### config.mk
export PLATFORM = sky130hd
export DESIGN_NAME = regfile_wb
export DESIGN_NICKNAME = d
export VERILOG_FILES = /design/src/rtl/regfile_wb.sv
export SDC_FILE = /design/constraint.sdc
export NUM_CORES = 2
export LEC_CHECK = 0
export CORE_UTILIZATION = 25
export CTS_CLUSTER_DIAMETER = 120
export DETAILED_ROUTE_END_ITERATION = 12
export GPL_ROUTABILITY_DRIVEN = 0
export GPL_TIMING_DRIVEN = 0
export PLACE_DENSITY = 0.49
export SLEW_MARGIN = 10
export SYNTH_ARGS = -nofsm -noshare
export SYNTH_HDL_FRONTEND = slang
export SYNTH_SLANG_ARGS = --single-unit
### constraint.sdc
create_clock -name clk -period 3.7 [get_ports clk]
set_clock_uncertainty 0.1 [all_clocks]
set_input_delay 1.11 -clock clk [delete_from_list [all_inputs] [get_ports clk]]
set_output_delay 1.11 -clock clk [all_outputs]
set_load 0.005 [all_outputs]
### src/rtl/regfile_wb.sv
`default_nettype none
`timescale 1ns/1ps
// ============================================================================
// Module   : regfile_wb
// Brief    : Integer register file (x0 hardwired to zero) with two registered
//            read ports and a same-cycle writeback-to-decode bypass.
// Revision : 1.0
// ============================================================================
module regfile_wb #(
    parameter int XLEN   = 32,
    parameter int REGNUM = 32
) (
    input  logic            clk,
    input  logic            rst,
    input  logic            phase_decode,
    input  logic            phase_writeback,
    input  logic [4:0]      rs1sel_fr,
    input  logic [4:0]      rs2sel_fr,
    input  logic [4:0]      rdsel_wr,
    input  logic [XLEN-1:0] rddata_wr,
    output logic [XLEN-1:0] rs1data_rd,
    output logic [XLEN-1:0] rs2data_rd,
    output logic            wr_valid_rd
);

    localparam logic [4:0] c_x0 = 5'd0;

    logic [XLEN-1:0] r_reg_q [1:REGNUM-1];
    logic [XLEN-1:0] w_reg_d [1:REGNUM-1];
    logic [XLEN-1:0] w_regs  [0:REGNUM-1];

    logic            w_we;
    logic [XLEN-1:0] w_rs1_val;
    logic [XLEN-1:0] w_rs2_val;
    logic [XLEN-1:0] w_rs1data_d;
    logic [XLEN-1:0] w_rs2data_d;
    logic            w_wr_valid_d;
    logic [XLEN-1:0] r_rs1data_q;
    logic [XLEN-1:0] r_rs2data_q;
    logic            r_wr_valid_q;

    // rdsel 0 encodes "no destination", so it never commits nor pulses valid.
    assign w_we = phase_writeback && (rdsel_wr != c_x0);

    assign w_regs[0] = '0;

    generate
        for (genvar i = 1; i < REGNUM; i++) begin : g_regs
            localparam logic [4:0] c_idx = 5'(i);

            always_comb begin
                w_reg_d[i] = r_reg_q[i];
                if (w_we && (rdsel_wr == c_idx)) begin
                    w_reg_d[i] = rddata_wr;
                end
            end

            always_ff @(posedge clk) begin
                if (rst) begin
                    r_reg_q[i] <= '0;
                end else begin
                    r_reg_q[i] <= w_reg_d[i];
                end
            end

            assign w_regs[i] = r_reg_q[i];
        end
    endgenerate

    // Writeback data in flight wins over the stored copy for each port.
    always_comb begin
        w_rs1_val = w_regs[rs1sel_fr];
        if (rs1sel_fr == c_x0) begin
            w_rs1_val = '0;
        end else if (phase_writeback && (rdsel_wr == rs1sel_fr)) begin
            w_rs1_val = rddata_wr;
        end
    end

    always_comb begin
        w_rs2_val = w_regs[rs2sel_fr];
        if (rs2sel_fr == c_x0) begin
            w_rs2_val = '0;
        end else if (phase_writeback && (rdsel_wr == rs2sel_fr)) begin
            w_rs2_val = rddata_wr;
        end
    end

    always_comb begin
        w_rs1data_d  = r_rs1data_q;
        w_rs2data_d  = r_rs2data_q;
        w_wr_valid_d = w_we;
        if (phase_decode) begin
            w_rs1data_d = w_rs1_val;
            w_rs2data_d = w_rs2_val;
        end
    end

    always_ff @(posedge clk) begin
        if (rst) begin
            r_rs1data_q  <= '0;
            r_rs2data_q  <= '0;
            r_wr_valid_q <= 1'b0;
        end else begin
            r_rs1data_q  <= w_rs1data_d;
            r_rs2data_q  <= w_rs2data_d;
            r_wr_valid_q <= w_wr_valid_d;
        end
    end

    assign rs1data_rd  = r_rs1data_q;
    assign rs2data_rd  = r_rs2data_q;
    assign wr_valid_rd = r_wr_valid_q;

endmodule
`default_nettype wire

* Yosys cells after proc, flatten, opt, wreduce, memory -nomap -nowiden
Memories as Yosys holds them, arrays and structs flattened. Index checks and enable logic that the tools add are counted.
Word-level totals: bits in registers 65, latch bits 0, RAM bits 992, memory bits (read-only) 0, input port bits 51, logic and storage cells 184, memories kept 1
Operators by class: $add $sub $neg 0, $mul 0, div/mod/pow operators 0, $lt $le $gt $ge 2, equality and inequality tests 33, shift operators 0, mux-type cells 75, bitwise logic cells 33, reduce and logical (&&, ||, !) cells 37
Memories:
- r_reg_q | depth 31, width 32, read ports 31, clocked after Yosys merged registers in 0, wr ports 31, RTL line 28 | logic [XLEN-1:0] r_reg_q [1:REGNUM-1];
Operators with widths (count):
- $mux W32 | 70
- $bmux W32 S5 | 2
- $eq A5 B5 Y1 const B | 16
- $eq A5 B4 Y1 const B | 8
- $logic_and A1 B1 Y1 | 34
- $or A1 B1 Y1 | 31
- $eq A5 B3 Y1 const B | 4
- $ge A6 B6 Y1 const B | 2
- $not A5 Y6 | 2
- $eq A5 B2 Y1 const B | 2
- $eq A5 B5 Y1 | 2
- $logic_not A5 Y1 | 2
- $eq A5 B1 Y1 const B | 1
- $reduce_bool A5 Y1 | 1
- $mux W1 | 3

* Longest topological paths before layout
depth in word-level cells 6, depth in mapped cells 9

* Least setup slack after synthesis
No wires, ideal clock.
kind input-to-reg, start point input port rs2sel_fr[0], end point register r_rs2data_q[22] (netlist: rs2data_rd[22]), library setup time 0.117 ns, arrival time 2.596 ns, data required time 3.483 ns, path slack 0.886 ns, stages on the path 8, path buffers 3, cell sequence buf_2 -> buf_4 -> buf_2 -> mux4_2 -> a22oi_1 -> nand4_1 -> nand4_1 -> nand2_1
Between the ends: longest elaborated chain between the ends 6, elaborated cells on any way between the ends 9, classes of those cells eq/ne (1); mux (5); bitwise (1); reduce/logical (2)
Ends and longest elaborated chain:
- start, declared | RTL line 18 | input logic [4:0] rs2sel_fr,
- $not A5 Y6 (implied by the code) | RTL line 81 | w_rs2_val = w_regs[rs2sel_fr];
- $bmux W32 S5 | RTL line 81
- $mux W32 (implied by the code) (2 in a row) | RTL line 81
- $mux W32 | RTL line 84 | end else if (phase_writeback && (rdsel_wr == rs2sel_fr)) begin
- $mux W32 * | RTL line 82 | if (rs2sel_fr == c_x0) begin
- end signal, assigned | RTL line 106 | r_rs2data_q <= w_rs2data_d;
- end, declared | RTL line 39 | logic [XLEN-1:0] r_rs2data_q;
Every way passes the cells marked *; elsewhere a longest branch is shown, timed or not. The select of a mux whose other input is x is not followed. A chain may end at the register's enable or synchronous reset.

* Final worst setup path
start point input port rs2sel_fr[2], end point register r_rs2data_q[21] (netlist: rs2data_rd[21])
Same word-level chain as after synthesis.

==> summary by stage <==
Global routing
The busiest layer in global routing is met2. The number of antenna violations at the first check in global routing is 30. For met1 alone, demand over resource in global routing was 33.73%.

The overall global routing resource usage is 28.34%. Summed over all layers, the global routing overflow is 0. The met3 global-route usage is 12.01%. The number of global-route vias before repair is 48,890. The fraction of met2 tracks used by global routing is 38.95%. The maximum number of pins on one net before global-route repair is 19. The first global-routing pass estimated 420.5 mm of wire.

Synth
The mean post-synth cell area is 8.750 um^2. The synthesized netlist occupies a cell area of 53,020 um^2. The count of flip-flops with a built-in enable after synthesis is 0.

The number of nets in the synthesized netlist is 6,111. The post-synthesis instance total is 6,060. The register area share after synthesis is 39.91%. The register bit total from synthesis is 1,057. The commonest register cell after synthesis is dfxtp_1.

The Yosys warning count is 0. The count of distinct cell types in the synthesized netlist is 60. In the synthesized netlist the async set-or-reset flop fraction comes to 0%.

Pwr
The maximum ir drop on the vdd rail is 404.2 uV. The areal power density over the cells is 446.0 nW/um^2. The post-route total power is 27.67 mW. Summed over all cells, the static leakage comes to 19.50 nW.

Worst setup path
The data arrival time at the worst-slack endpoint is 4.47 ns. The number of cells on the worst reg-to-reg path is 5. The stage delay of the slowest cell on the critical path is 0.69 ns.

The total number of cells along the worst setup path is 8. In this run the worst path has a maximum fanout of 10. The startpoint type of the worst setup path is an input pin.

The most critical setup path has its endpoint at rs2data_rd[21]. The count of buffer and inverter cells on the critical path is 5. The most critical setup path has its startpoint at rs2sel_fr[2].

In this design, the largest share of critical-path delay is due to buffers and inverters. The critical path in this run is classified as input pin to flop. The cell with the biggest individual delay on the critical path is clkdlybuf4s50_1. STA classifies the critical path endpoint as a flop. Traced cell by cell, the critical path runs through clkdlybuf4s50_1, buf_4, buf_4, buf_2, clkbuf_2, nor3_1, nor3_1, o22ai_1. The worst setup slack for register-to-register paths is 1.15 ns. At the worst endpoint, the required time is 4.24 ns. The worst register-to-register path ends at rs1data_rd[4].

The startpoint identified for the worst register-to-register timing path is r_reg_q[0][484].

Placed design
The total cell area at the placement stage is 57,290 um^2. The HPWL after detailed placement is 236.7 mm. Buffers placed on the I/O ports in this run total 73.

Detailed routing
The iteration-0 DRC count of the detailed router is 8,504. Summed over all layers, the routed wires come to 316.2 mm. The total iterations of the first detailed-routing run is 12. The count of nets left with antenna violations once routing finished came out at 0. The number of design rule violations left after detail routing is 1. Across all layers, the routed design uses 53,460 vias.

After detailed routing, the average wire length per cell comes to 34.37 um. In the routed layout, each cell is associated on average with a via count of 5.812.

STA
The final worst hold slack is 0.3675 ns. Setup repair after global routing could not meet its margin everywhere. Derived from the worst setup path, the maximum achievable clock frequency is 254.6 MHz. The number of failing hold endpoints at the final stage came to 0. The final setup violation count is 56. The final number of max-transition violations is 0. The time the final worst path needs with I/O delays and setup is 3.928 ns. At the pin with the least slew margin, the transition time is 1.426 ns.

After layout, the worst setup slack is -0.2281 ns. The final period utilization is 106.2%. Headroom to the max-slew limit came out at 4.957%.

Floorplan
The die is 462.5 um wide. The height of the die is 462.5 um. Once the floorplan was initialized, standard cells occupied 25.23% of the core. The core area is 210,200 um^2. The top-level I/O count is 116. The floorplan step defined a die boundary enclosing 213,900 um^2. In this run the core area contains 168 standard-cell rows.

Run status
The checks that failed: DRC, setup timing. The flow ran to the end, but the final reports show violations.

Final layout
After filler insertion, the fill cell instance count of the layout stands at 22,360. In the final layout, the share of cells above drive strength 1 is 15.64%. The multi-input logic area is 29,230 um^2. The net count reported at finish is 6,307. The synthesis-to-finish area growth is 16.99%. Once layout is complete, the utilization of the core stands at 29.51%. The final non-filler cell area is 62,030 um^2.

The area occupied by registers is 21,160 um^2.

CTS
The clock latency on the worst-skew pair is 0.83 ns. The number of buffers inserted during clock tree synthesis is 121. The maximum clock insertion buffer count is 3.

The H-tree generated during clock tree synthesis spans 3 levels. The clock-pin slew reported for the worst setup and hold paths after clock tree synthesis is 0.06 ns. CTS placed an instance of clkbuf_16 at the clock tree root.

TritonCTS built the clock tree. CTS saw 1,057 sinks.

Flow run
The max-cap violation count is 0.

Hold path
The path type of the worst min-delay path is flop to flop. The cell count of the worst hold path is 2.
[registers in the layout, indices dropped and copies added, names as in the netlist]
register     count
rs2data_rd      32
rs1data_rd      32
wr_valid_rd      1
r_reg_q        992
[timing repair]
| action | 4_1_cts | 5_1_grt |
|---|---|---|
| endpoints found under the hold margin | 0 | 0 |
| resized for setup | 84 | 59 |
| endpoints found under the setup margin | 220 | 153 |
| pin swaps | 1 | 3 |
| buffers inserted | 0 | 0 |
| hold buffers | 0 | 0 |
[routing by layer]
metal / vias up / share of wire [%]
met3: 1011 / 14
li1: 21690 / -
met5: - / 0.13
met1: 26410 / 36
met4: 22 / 9.7
met2: 4329 / 40
[power by group]
part	internal, mW	total [mW]	leakage (nW)	switching [mW]
Sequential	11.5	11.6	8.53	0.140
Clock	7.50	13.1	2.06	5.58
Combinational	0.703	2.96	8.91	2.26
[cells in the final DEF, fill, tap and decap left out, types with 43 or more instances in the layout]
cell             count
clkdlybuf4s50_1     73
mux2i_1            119
a221oi_1            44
buf_4               43
nor2b_1             59
clkbuf_1           399
clkbuf_2            58
nand2_1           2067
mux4_2             401
buf_2              114
clkbuf_16          121
dfxtp_1           1057
mux2_2              72
a22oi_1             96
a21oi_1           1036
[cell usage after synthesis (31+ instances only)]
master	number	area share, %
mux2_2	72	1.5
clkbuf_1	413	2.9
dfxtp_1	1057	40
mux2i_1	136	2.6
a22oi_1	106	1.5
buf_2	136	1.3
nor2_1	40	0.28
a21oi_1	1036	9.8
o21ai_0	33	0.31
nor2b_1	59	0.70
o22ai_1	34	0.40
o211ai_1	32	0.45
buf_4	31	0.44
mux4_2	401	17
a221oi_1	49	0.81
nand2_1	2067	15
a221o_1	36	0.68
[worst register-to-register path: stages (launching register included)]
cell	delay (ns)
dfxtp_1	0.34
mux4_2	0.49
a22oi_1	0.85
and3_1	0.34
a211oi_1	0.08
a221o_1	0.29
[metrics by stage]
stage,std cells,TNS [ns],setup slack (ns)
final,9198,-3.094,-0.2281
after global routing,9177,-0.02541,-0.02541
after CTS,9156,0,0.007516
after detailed placement,8939,-621.50,-1.854
after global placement,8938,-629.19,-1.986
after floorplan,6060,0,0.8865
[cells by family after synthesis]
family | Yosys count | share of synthesized area (%)
compound gates | 1434 | 15.63
xor+xnor | 10 | 0.1652
simple gates | 2291 | 17.11
buf+inv | 649 | 5.557
flops | 1057 | 39.91
mux | 619 | 21.62
[worst min path at each step]
stage,endpoint,slack (ns),from
CTS,r_reg_q[0][333],0.36,r_reg_q[0][333]
detailed placement,r_reg_q[0][333],0.36,r_reg_q[0][333]
floorplan,r_reg_q[0][100],0.34,r_reg_q[0][100]
global route,r_reg_q[0][888],0.38,r_reg_q[0][888]
finish,r_reg_q[0][565],0.37,r_reg_q[0][565]
global placement,r_reg_q[0][816],0.35,r_reg_q[0][816]
[final cells by class]
class                   instances  share of cell area [%]
well taps                    2805                   5.658
inverters                       1                0.006051
clock buffers                 172                   5.658
clock inverters                46                   1.115
flip-flops and latches       1057                   34.11
multi-input cells            4354                   47.12
diodes                         42                  0.1694
repair buffers                 75                   1.220
plain buffers                 646                   4.938
(Power assumes the default switching activity.)
